$ cat src/rtl/trig_event_sched_pkg.sv
// Shared types and constants for the trigger event scheduler.
// Holds the FSM state enum, the channel-index width helper and reset values.
package trig_event_sched_pkg;

    typedef enum logic [1:0] {
        ST_IDLE = 2'd0,
        ST_OUT  = 2'd1,
        ST_GAP  = 2'd2
    } sched_state_t;

    // Channel index width; never narrower than one bit.
    function automatic int ch_width(input int n);
        return (n <= 2) ? 1 : $clog2(n);
    endfunction

    localparam logic         RST_EVT_VALID = 1'b0;
    localparam sched_state_t RST_STATE     = ST_IDLE;

endpackage

$ cat src/rtl/trig_edge_chan.sv
// One trigger channel: polarity select, synchroniser, edge detect, pending/overrun.
// Ports: clk, rst_n, trigger, cfg_edge, cfg_en, grant, ovr_clr -> pending, overrun.
module trig_edge_chan
    import trig_event_sched_pkg::*;
#(
    parameter int SYNC_STAGES = 2
) (
    input  logic clk,
    input  logic rst_n,
    input  logic trigger,
    input  logic cfg_edge,
    input  logic cfg_en,
    input  logic grant,
    input  logic ovr_clr,
    output logic pending,
    output logic overrun
);

    logic [SYNC_STAGES-1:0] r_sync;
    logic                   r_hist;
    logic                   r_pending;
    logic                   r_overrun;
    logic                   w_p;
    logic                   w_edge;
    logic                   w_ovr_set;

    assign w_p       = cfg_edge ? trigger : ~trigger;
    assign w_edge    = r_sync[SYNC_STAGES-1] & ~r_hist;
    // A new edge only overruns if the outstanding request is not consumed now.
    assign w_ovr_set = cfg_en & w_edge & r_pending & ~grant;

    always_ff @(posedge clk or negedge rst_n) begin
        if (!rst_n) begin
            r_sync <= '0;
            r_hist <= 1'b0;
        end else begin
            r_sync <= {r_sync[SYNC_STAGES-2:0], w_p};
            r_hist <= r_sync[SYNC_STAGES-1];
        end
    end

    always_ff @(posedge clk or negedge rst_n) begin
        if (!rst_n) begin
            r_pending <= 1'b0;
        end else if (!cfg_en) begin
            r_pending <= 1'b0;
        end else if (w_edge) begin
            r_pending <= 1'b1;
        end else if (grant) begin
            r_pending <= 1'b0;
        end
    end

    always_ff @(posedge clk or negedge rst_n) begin
        if (!rst_n) begin
            r_overrun <= 1'b0;
        end else if (w_ovr_set) begin
            r_overrun <= 1'b1;
        end else if (ovr_clr) begin
            r_overrun <= 1'b0;
        end
    end

    assign pending = r_pending;
    assign overrun = r_overrun;

endmodule

$ cat src/rtl/trig_event_sched.sv
// Multi-channel trigger event scheduler: round-robin arbiter, output FSM, gap timer.
// Ports: trigger/cfg_edge/cfg_en in; evt_valid/evt_ch/evt_ready handshake; pending/overrun/ovr_clr status.
module trig_event_sched
    import trig_event_sched_pkg::*;
#(
    parameter int N_CH        = 4,
    parameter int SYNC_STAGES = 2,
    parameter int GAP_CYCLES  = 4,
    parameter int CH_W        = ch_width(N_CH)
) (
    input  logic            clk,
    input  logic            rst_n,
    input  logic [N_CH-1:0] trigger,
    input  logic [N_CH-1:0] cfg_edge,
    input  logic [N_CH-1:0] cfg_en,
    output logic            evt_valid,
    input  logic            evt_ready,
    output logic [CH_W-1:0] evt_ch,
    output logic [N_CH-1:0] pending,
    output logic [N_CH-1:0] overrun,
    input  logic            ovr_clr
);

    localparam int GAP_W = (GAP_CYCLES < 2) ? 1 : $clog2(GAP_CYCLES + 1);

    sched_state_t    r_state;
    sched_state_t    w_state_nxt;
    logic            r_evt_valid;
    logic            w_valid_nxt;
    logic [CH_W-1:0] r_evt_ch;
    logic [CH_W-1:0] w_ch_nxt;
    logic [CH_W-1:0] r_ptr;
    logic [CH_W-1:0] w_ptr_nxt;
    logic [GAP_W-1:0] r_gap;
    logic [GAP_W-1:0] w_gap_nxt;
    logic [N_CH-1:0] w_pending;
    logic [N_CH-1:0] w_overrun;
    logic [N_CH-1:0] w_grant;
    logic            w_found;
    logic [CH_W-1:0] w_winner;

    for (genvar g = 0; g < N_CH; g++) begin : g_chan
        trig_edge_chan #(
            .SYNC_STAGES(SYNC_STAGES)
        ) u_chan (
            .clk     (clk),
            .rst_n   (rst_n),
            .trigger (trigger[g]),
            .cfg_edge(cfg_edge[g]),
            .cfg_en  (cfg_en[g]),
            .grant   (w_grant[g]),
            .ovr_clr (ovr_clr),
            .pending (w_pending[g]),
            .overrun (w_overrun[g])
        );
    end

    // Round-robin search: first pending channel after the last winner, wrapping.
    always_comb begin
        int v_idx;
        v_idx    = 0;
        w_found  = 1'b0;
        w_winner = '0;
        for (int i = 1; i <= N_CH; i++) begin
            v_idx = (int'(r_ptr) + i) % N_CH;
            if (!w_found && w_pending[v_idx[CH_W-1:0]]) begin
                w_found  = 1'b1;
                w_winner = CH_W'(v_idx);
            end
        end
    end

    always_ff @(posedge clk or negedge rst_n) begin
        if (!rst_n) begin
            r_state     <= RST_STATE;
            r_evt_valid <= RST_EVT_VALID;
            r_evt_ch    <= '0;
            r_ptr       <= CH_W'(N_CH - 1);
            r_gap       <= '0;
        end else begin
            r_state     <= w_state_nxt;
            r_evt_valid <= w_valid_nxt;
            r_evt_ch    <= w_ch_nxt;
            r_ptr       <= w_ptr_nxt;
            r_gap       <= w_gap_nxt;
        end
    end

    always_comb begin
        w_state_nxt = r_state;
        w_valid_nxt = r_evt_valid;
        w_ch_nxt    = r_evt_ch;
        w_ptr_nxt   = r_ptr;
        w_gap_nxt   = r_gap;
        w_grant     = '0;
        unique case (r_state)
            ST_IDLE: begin
                if (w_found) begin
                    w_grant[w_winner] = 1'b1;
                    w_ch_nxt          = w_winner;
                    w_valid_nxt       = 1'b1;
                    w_ptr_nxt         = w_winner;
                    w_state_nxt       = ST_OUT;
                end
            end
            ST_OUT: begin
                if (r_evt_valid && evt_ready) begin
                    w_valid_nxt = 1'b0;
                    if (GAP_CYCLES == 0) begin
                        w_state_nxt = ST_IDLE;
                    end else begin
                        w_gap_nxt   = GAP_W'(GAP_CYCLES);
                        w_state_nxt = ST_GAP;
                    end
                end
            end
            ST_GAP: begin
                w_gap_nxt = r_gap - GAP_W'(1);
                // <=1 also recovers from a stray zero count.
                if (r_gap <= GAP_W'(1)) begin
                    w_state_nxt = ST_IDLE;
                end
            end
            default: begin
                w_state_nxt = ST_IDLE;
                w_valid_nxt = 1'b0;
            end
        endcase
    end

    assign evt_valid = r_evt_valid;
    assign evt_ch    = r_evt_ch;
    assign pending   = w_pending;
    assign overrun   = w_overrun;

endmodule
$ cat config.mk
export PLATFORM = sky130hd
export DESIGN_NAME = trig_event_sched
export DESIGN_NICKNAME = d
export VERILOG_FILES = /design/src/rtl/trig_event_sched_pkg.sv /design/src/rtl/trig_edge_chan.sv /design/src/rtl/trig_event_sched.sv
export SDC_FILE = /design/constraint.sdc
export NUM_CORES = 1
export LEC_CHECK = 0
export BUFFER_PORTS_ARGS = -buffer_cell sky130_fd_sc_hd__clkbuf_2
export CORE_MARGIN = 10
export CORE_UTILIZATION = 45
export CTS_CLUSTER_SIZE = 14
export DETAILED_ROUTE_END_ITERATION = 8
export MAX_ROUTING_LAYER = met4
export PLACE_DENSITY_LB_ADDON = 0.05
export SYNTH_ARGS = -nofsm -noshare
export SYNTH_HDL_FRONTEND = slang
export SYNTH_SLANG_ARGS = --single-unit
export TNS_END_PERCENT = 10
$ cat constraint.sdc
create_clock -name clk -period 2.8 [get_ports clk]
set_input_delay 0.14 -clock clk [delete_from_list [all_inputs] [get_ports clk]]
set_output_delay 0.14 -clock clk [all_outputs]
set_load 0.05 [all_outputs]
# Word level (Yosys, flattened, before mapping)
# Index checks and enable logic that the tools add are counted.
word_totals:
  regBits: 30
  input_bits: 16
  output_inout_bits: 11
  word_cells: 139
classes:
  addsub: 5
  order_cmp: 7
  n_eq_ne: 9
  n_mux: 50
  bitwise_logic: 29
  n_reduce_logical: 18
op_table:
  columns: ["cell", "count"]
  rows:
  - ["2-to-1 mux 1 bit", 32]
  - ["bitwise AND 1 bit", 16]
  - ["less-than comparator 2 x 3 -> 1 bit, second input constant", 5]
  - ["2-to-1 mux 2 bit", 7]
  - ["inverter 1 bit", 13]
  - ["!= test 3 x 1 -> 1 bit, second input constant", 4]
  - ["nonzero test 2 bit", 5]
  - ["binary-select mux 1 bit (select 2 bit)", 4]
  - ["2-to-1 mux 4 bit", 2]
  - ["!= test 2 bit, second input constant", 3]
  - ["case mux 2 bit (3 select lines)", 1]
  - ["case mux 3 bit (2 select lines)", 1]
  - ["AND reduction 3 bit", 2]
  - ["logical AND 1 bit", 5]
  - ["adder 2 x 1 -> 2 bit, second input constant", 2]
  - ["adder 2 bit, second input constant", 2]
  - ["AND reduction 2 bit", 2]
  - ["<= comparator 3 x 1 -> 1 bit, second input constant", 1]
  - ["logical NOT 1 bit", 3]
  - ["2-to-1 mux 3 bit", 1]
  - ["case mux 1 bit (3 select lines)", 1]
  - ["subtractor 3 x 1 -> 3 bit, second input constant", 1]
  - ["demux 1 bit (select 2 bit)", 1]
  - ["equality test 2 x 1 -> 1 bit, second input constant", 1]
  - ["other kinds (3)", 3]

# Longest topological paths before layout
depth:
  ltp_word: 22
  mapped_depth: 6
  mapped_depth_nobuf: 6

# Cells and area by module
# From an unflattened synthesis, not the netlist that was laid out.
unflattened:
  hier_cells: 111
  hier_area_um2: 1387.6
by_module_without_submodules:
  columns: ["module", "instances", "cells_each", "area_each_um2", "seq_area_each_um2"]
  rows:
  - ["trig_edge_chan", 4, 12, 188.9, 125.1]
  - ["trig_event_sched", 1, 63, 631.9, 252.7]

# Least setup slack after synthesis
# OpenSTA, ideal clock, no wires.
synth_path:
  path_type: "register to register"
  from: "register r_ptr[1]"
  to: "register g_chan[2].u_chan.r_pending"
  setup_ns: 0.128
  arrival_time_ns: 1.343
  t_required_ns: 2.672
  slack_ns: 1.329
  stages_incl_launch_ff: 6
  path_buffers: 1
  synth_period_minus_slack_ns: 1.471
  cell_sequence: "dfstp_2 -> buf_2 -> nand2_1 -> a311o_1 -> nor3_1 -> a21oi_1"
synth_between:
  elab_chain_len: 20
  elab_cells_between_ends: 34
  cone_classes: "add/sub (4); order compare (2); eq/ne (1); mux (20); reduce/logical (7)"
synth_lines:
  columns: ["element", "line_no", "source"]
  rows:
  - ["start, declared", "trig_event_sched.sv:32", "logic [CH_W-1:0] r_ptr;"]
  - ["start signal, assigned", "trig_event_sched.sv:78", "r_ptr <= CH_W'(N_CH - 1);"]
  - ["start signal, assigned", "trig_event_sched.sv:84", "r_ptr <= w_ptr_nxt;"]
  - ["adder 2 x 1 -> 2 bit", "trig_event_sched.sv:65", "v_idx = (int'(r_ptr) + i) % N_CH;"]
  - ["binary-select mux 1 bit (select 2 bit)", "trig_event_sched.sv:66", "if (!w_found && w_pending[v_idx[CH_W-1:0]]) begin"]
  - ["2-to-1 mux 1 bit (not written as such)", "trig_event_sched.sv:66", null]
  - ["2-to-1 mux 1 bit", "trig_event_sched.sv:66", null]
  - ["logical NOT 1 bit", "trig_event_sched.sv:66", null]
  - ["logical AND 1 bit", "trig_event_sched.sv:66", null]
  - ["2-to-1 mux 1 bit", "trig_event_sched.sv:66", null]
  - ["logical NOT 1 bit", "trig_event_sched.sv:66", null]
  - ["(+4 left out)", null, null]
  - ["2-to-1 mux 2 bit", "trig_event_sched.sv:66", null]
  - ["less-than comparator 2 x 3 -> 1 bit (not written as such) or >= comparator 2 x 1 -> 1 bit (tied branches)", "trig_event_sched.sv:99", "w_grant[w_winner] = 1'b1;"]
  - ["logical AND 1 bit (not written as such)", "trig_event_sched.sv:99", null]
  - ["2-to-1 mux 1 bit (not written as such)", "trig_event_sched.sv:99", null]
  - ["demux 1 bit (select 2 bit)", "trig_event_sched.sv:99", null]
  - ["2-to-1 mux 4 bit (*)", "trig_event_sched.sv:98", "if (w_found) begin"]
  - ["2-to-1 mux 4 bit (*)", "trig_event_sched.sv:96", "unique case (r_state)"]
  - ["!= test 3 x 1 -> 1 bit (no source line) (*)", null, null]
  - ["end signal, assigned", "trig_edge_chan.sv:46", "r_pending <= 1'b0;"]
  - ["end signal, assigned", "trig_edge_chan.sv:48", "r_pending <= 1'b1;"]
  - ["end signal, assigned", "trig_edge_chan.sv:50", "r_pending <= 1'b0;"]
  - ["end, declared", "trig_edge_chan.sv:21", "logic r_pending;"]
# Mark *: on every way between the ends. The rest lies on a longest branch, timed or not. The select of a mux whose other input is x is not followed.
# A chain may end at the register's enable or synchronous reset.

# Final worst setup path
layout_path:
  from: "register r_state[0]"
  to: "register g_chan[3].u_chan.r_pending"
layout_between:
  elab_chain_len: 3
layout_lines:
  columns: ["element", "line_no", "source"]
  rows:
  - ["start, declared", "trig_event_sched.sv:26", "sched_state_t r_state;"]
  - ["start signal, assigned", "trig_event_sched.sv:81", "r_state <= w_state_nxt;"]
  - ["logical NOT 2 bit", "trig_event_sched.sv:96", null]
  - ["2-to-1 mux 4 bit", "trig_event_sched.sv:96", null]
  - ["!= test 3 x 1 -> 1 bit (no source line)", null, null]
  - ["end signal, assigned", "trig_edge_chan.sv:46", null]
  - ["end signal, assigned", "trig_edge_chan.sv:48", null]
  - ["end signal, assigned", "trig_edge_chan.sv:50", null]
  - ["end, declared", "trig_edge_chan.sv:21", null]
# Every way passes these cells.

==> metrics.txt <==
status complete, no violations; Synth area leaders dfrtp_1, buf_4, dfstp_2; RSZ-0062 raised after global routing no; Post-CTS Setup Inserts 0; H-Tree Level Count 2; hold path depth 2; top post-synthesis cells by count dfrtp_1, nor2_1, a21oi_1; Worst-Margin Slew 734 ps; launch point of the worst reg-to-reg path r_state[0]; R2R Path End g_chan[3].u_chan.pending; GRT Overall Usage 10.6%; grt ovf 0; Critical Path Sink Type flop; critical path arrival 1790 ps; P_leak 0.763 nW; fraction of layout cells with a size suffix above 1 24.8%; Worst EP required around 3000 ps; Tot Pwr 1.48 mW; antenna violations before repair 0; number of buffers created by CTS 5; fmax between 0.6 and 0.7 GHz; CTS tree yes; number of global-route vias before repair 968; Post-Synthesis Cells 128; Die ar. 5620 µm²; top-count cell post-synth dfrtp_1; synthesized area per cell 10.6 µm²; area grow syn2layout 18.7%; Vias per Instance 5.24; syn nets 146; r2r worst-path depth 4; first-pass GRT wire length 4420 µm; fin util 57.0%; core area 2830 µm²; Setup Crit Path Kind reg2reg; GPL Wtd Cong 0.830; clk root buf clkbuf_4; Setup Viol. Count Final 0; area leader, netlist dfrtp_1; max_cap viols 0; YS warnings 0; Max Slew Vio Count 0; Starting Density approximately half; Die Width approximately 75 µm; row cnt 19; R2R Setup Slk 1220 ps; IO buf count 26; startpoint types flop; DR vias 1007; Longest Clk Path Bufs 2; Clock Sinks 30; nets@finish 178; # DRC 0; Die Y 75.0 µm; Final Hold Vio Count 0; Min-Delay Path Class in2reg; share of the synthesized area in the top cell type approximately half; Final Cycle Share 56.3%; maximum fanout along the worst path 11; initial DRC count 44; number of routed nets with antenna violations 0; Post-CTS Resized 0; DP HPWL about 1800 µm; Hold Path End r_state[0]; synth unique cells 37; total negative slack 0 ps; sequential share of the synthesized area 55.4%; FFs w/ async S/R, synth 100%; Yosys reg bits 30; Ports 27; 1st-pass router iterations 4; Synth Flop Type dfrtp_1; Total Wirelength 2600 µm; min-delay src evt_ready; Reg clk slew, reported paths 100 ps; largest net degree at the start of global routing 31; Worst VDD drop just over 0.0004 V; # diodes 0; Synth Cell Area between 1000 and 1500 µm²; WL/cell 13.5 µm; worst skew pair latency 320 ps; pwr dens roughly 920 nW/µm²; Worst slew margin 51.1%; crit path time final around 1600 ps; Max Clock Skew 9.74 ps; EDFF count, synth 0
area by class of cell:
cell class | instances | area [µm²]
clock buffers | 6 | 51.3
flip-flops and latches | 30 | 753
repair buffers | 35 | 220
inverters | 6 | 22.5
multi-input cells | 82 | 514
clock inverters | 2 | 12.5
fillers | 254 | 1220
well taps | 31 | 38.8
how the worst max path moves through the flow:
stage	start	endpoint	slack, ps	cells after the start
global placement	r_state[0]	g_chan[2].u_chan.pending	1270	4
finish	r_state[0]	g_chan[3].u_chan.pending	1220	4
CTS	r_state[0]	g_chan[3].u_chan.pending	1220	4
detailed placement	r_state[0]	g_chan[3].u_chan.pending	1230	4
floorplan	r_ptr[1]	g_chan[2].u_chan.pending	1330	5
global route	r_state[0]	g_chan[2].u_chan.pending	1130	4
per-layer routing:
layer  up-vias  global-route usage (%)  part of all wire (%)
li1        508                       -                     -
met1       472                    12.5                    48
met2        23                    15.6                    46
met3         4                    4.99                   5.5
met4         0                    3.78                   1.2
met5         -                       -                     0
cell usage in the layout (no fill, tap or decap), drive strengths merged, types with 5 or more instances in the layout:
cell type / netlist / routed
o21ai: 7 / 7
nor2: 11 / 11
inv: 6 / 6
clkbuf: 1 / 32
dlygate4sd3: 0 / 9
nand2: 7 / 7
xnor2: 5 / 5
nor3: 5 / 5
a21oi: 9 / 9
dfrtp: 28 / 28
a31oi: 6 / 6
critical path, cell delays in order, from the launching register on:
cell and delay (ps):
dfrtp_1 500, or2_1 280, a311o_1 400, nor3_1 200, a21oi_1 90
kinds of logic (layout without fill, tap and decap cells):
| group | Yosys count | after routing | synth area share (%) |
|---|---|---|---|
| AND/OR/NAND/NOR | 40 | 40 | 16.2 |
| XOR/XNOR | 5 | 5 | 3.22 |
| AO/OA/AOI/OAI | 34 | 34 | 15.8 |
| flip-flops | 30 | 30 | 55.4 |
| multiplexers | 1 | 1 | 0.737 |
| buffers and inverters | 16 | 49 | 6.72 |
| adder cells (fa/ha/maj) | 2 | 2 | 1.84 |
repair_timing:
item | CTS | global route
hold buffers | 9 | 0
hold endpoints to repair | 32 | 0
setup endpoints to repair | 0 | 0
per-stage QoR:
step / area (µm²) / hold WS [ps] / setup WS [ps] / std cells
after CTS: 1610 / 11.5 / 1220 / 192
final: 1610 / 24.6 / 1220 / 192
after detailed placement: 1460 / 241 / 1230 / 175
after global routing: 1610 / 13.6 / 1130 / 192
after floorplan: 1360 / -156 / 1330 / 128
after global placement: 1460 / 234 / 1270 / 175
power by group:
part	switching [mW]	leakage (nW)	internal [mW]
Combinational	0.354	0.365	0.202
Sequential	0.107	0.364	0.545
Clock	0.149	0.0343	0.121
Total	0.611	0.763	0.867
sequential cells by signal, summed over array words and instances (netlist names):
name / flops
g_chan.u_chan.r_hist: 4
g_chan.u_chan.overrun: 4
evt_valid: 1
r_ptr: 2
g_chan.u_chan.r_sync: 8
g_chan.u_chan.pending: 4
evt_ch: 2
r_gap: 3
r_state: 2
No activity file was read; power rests on OpenSTA's default activity.
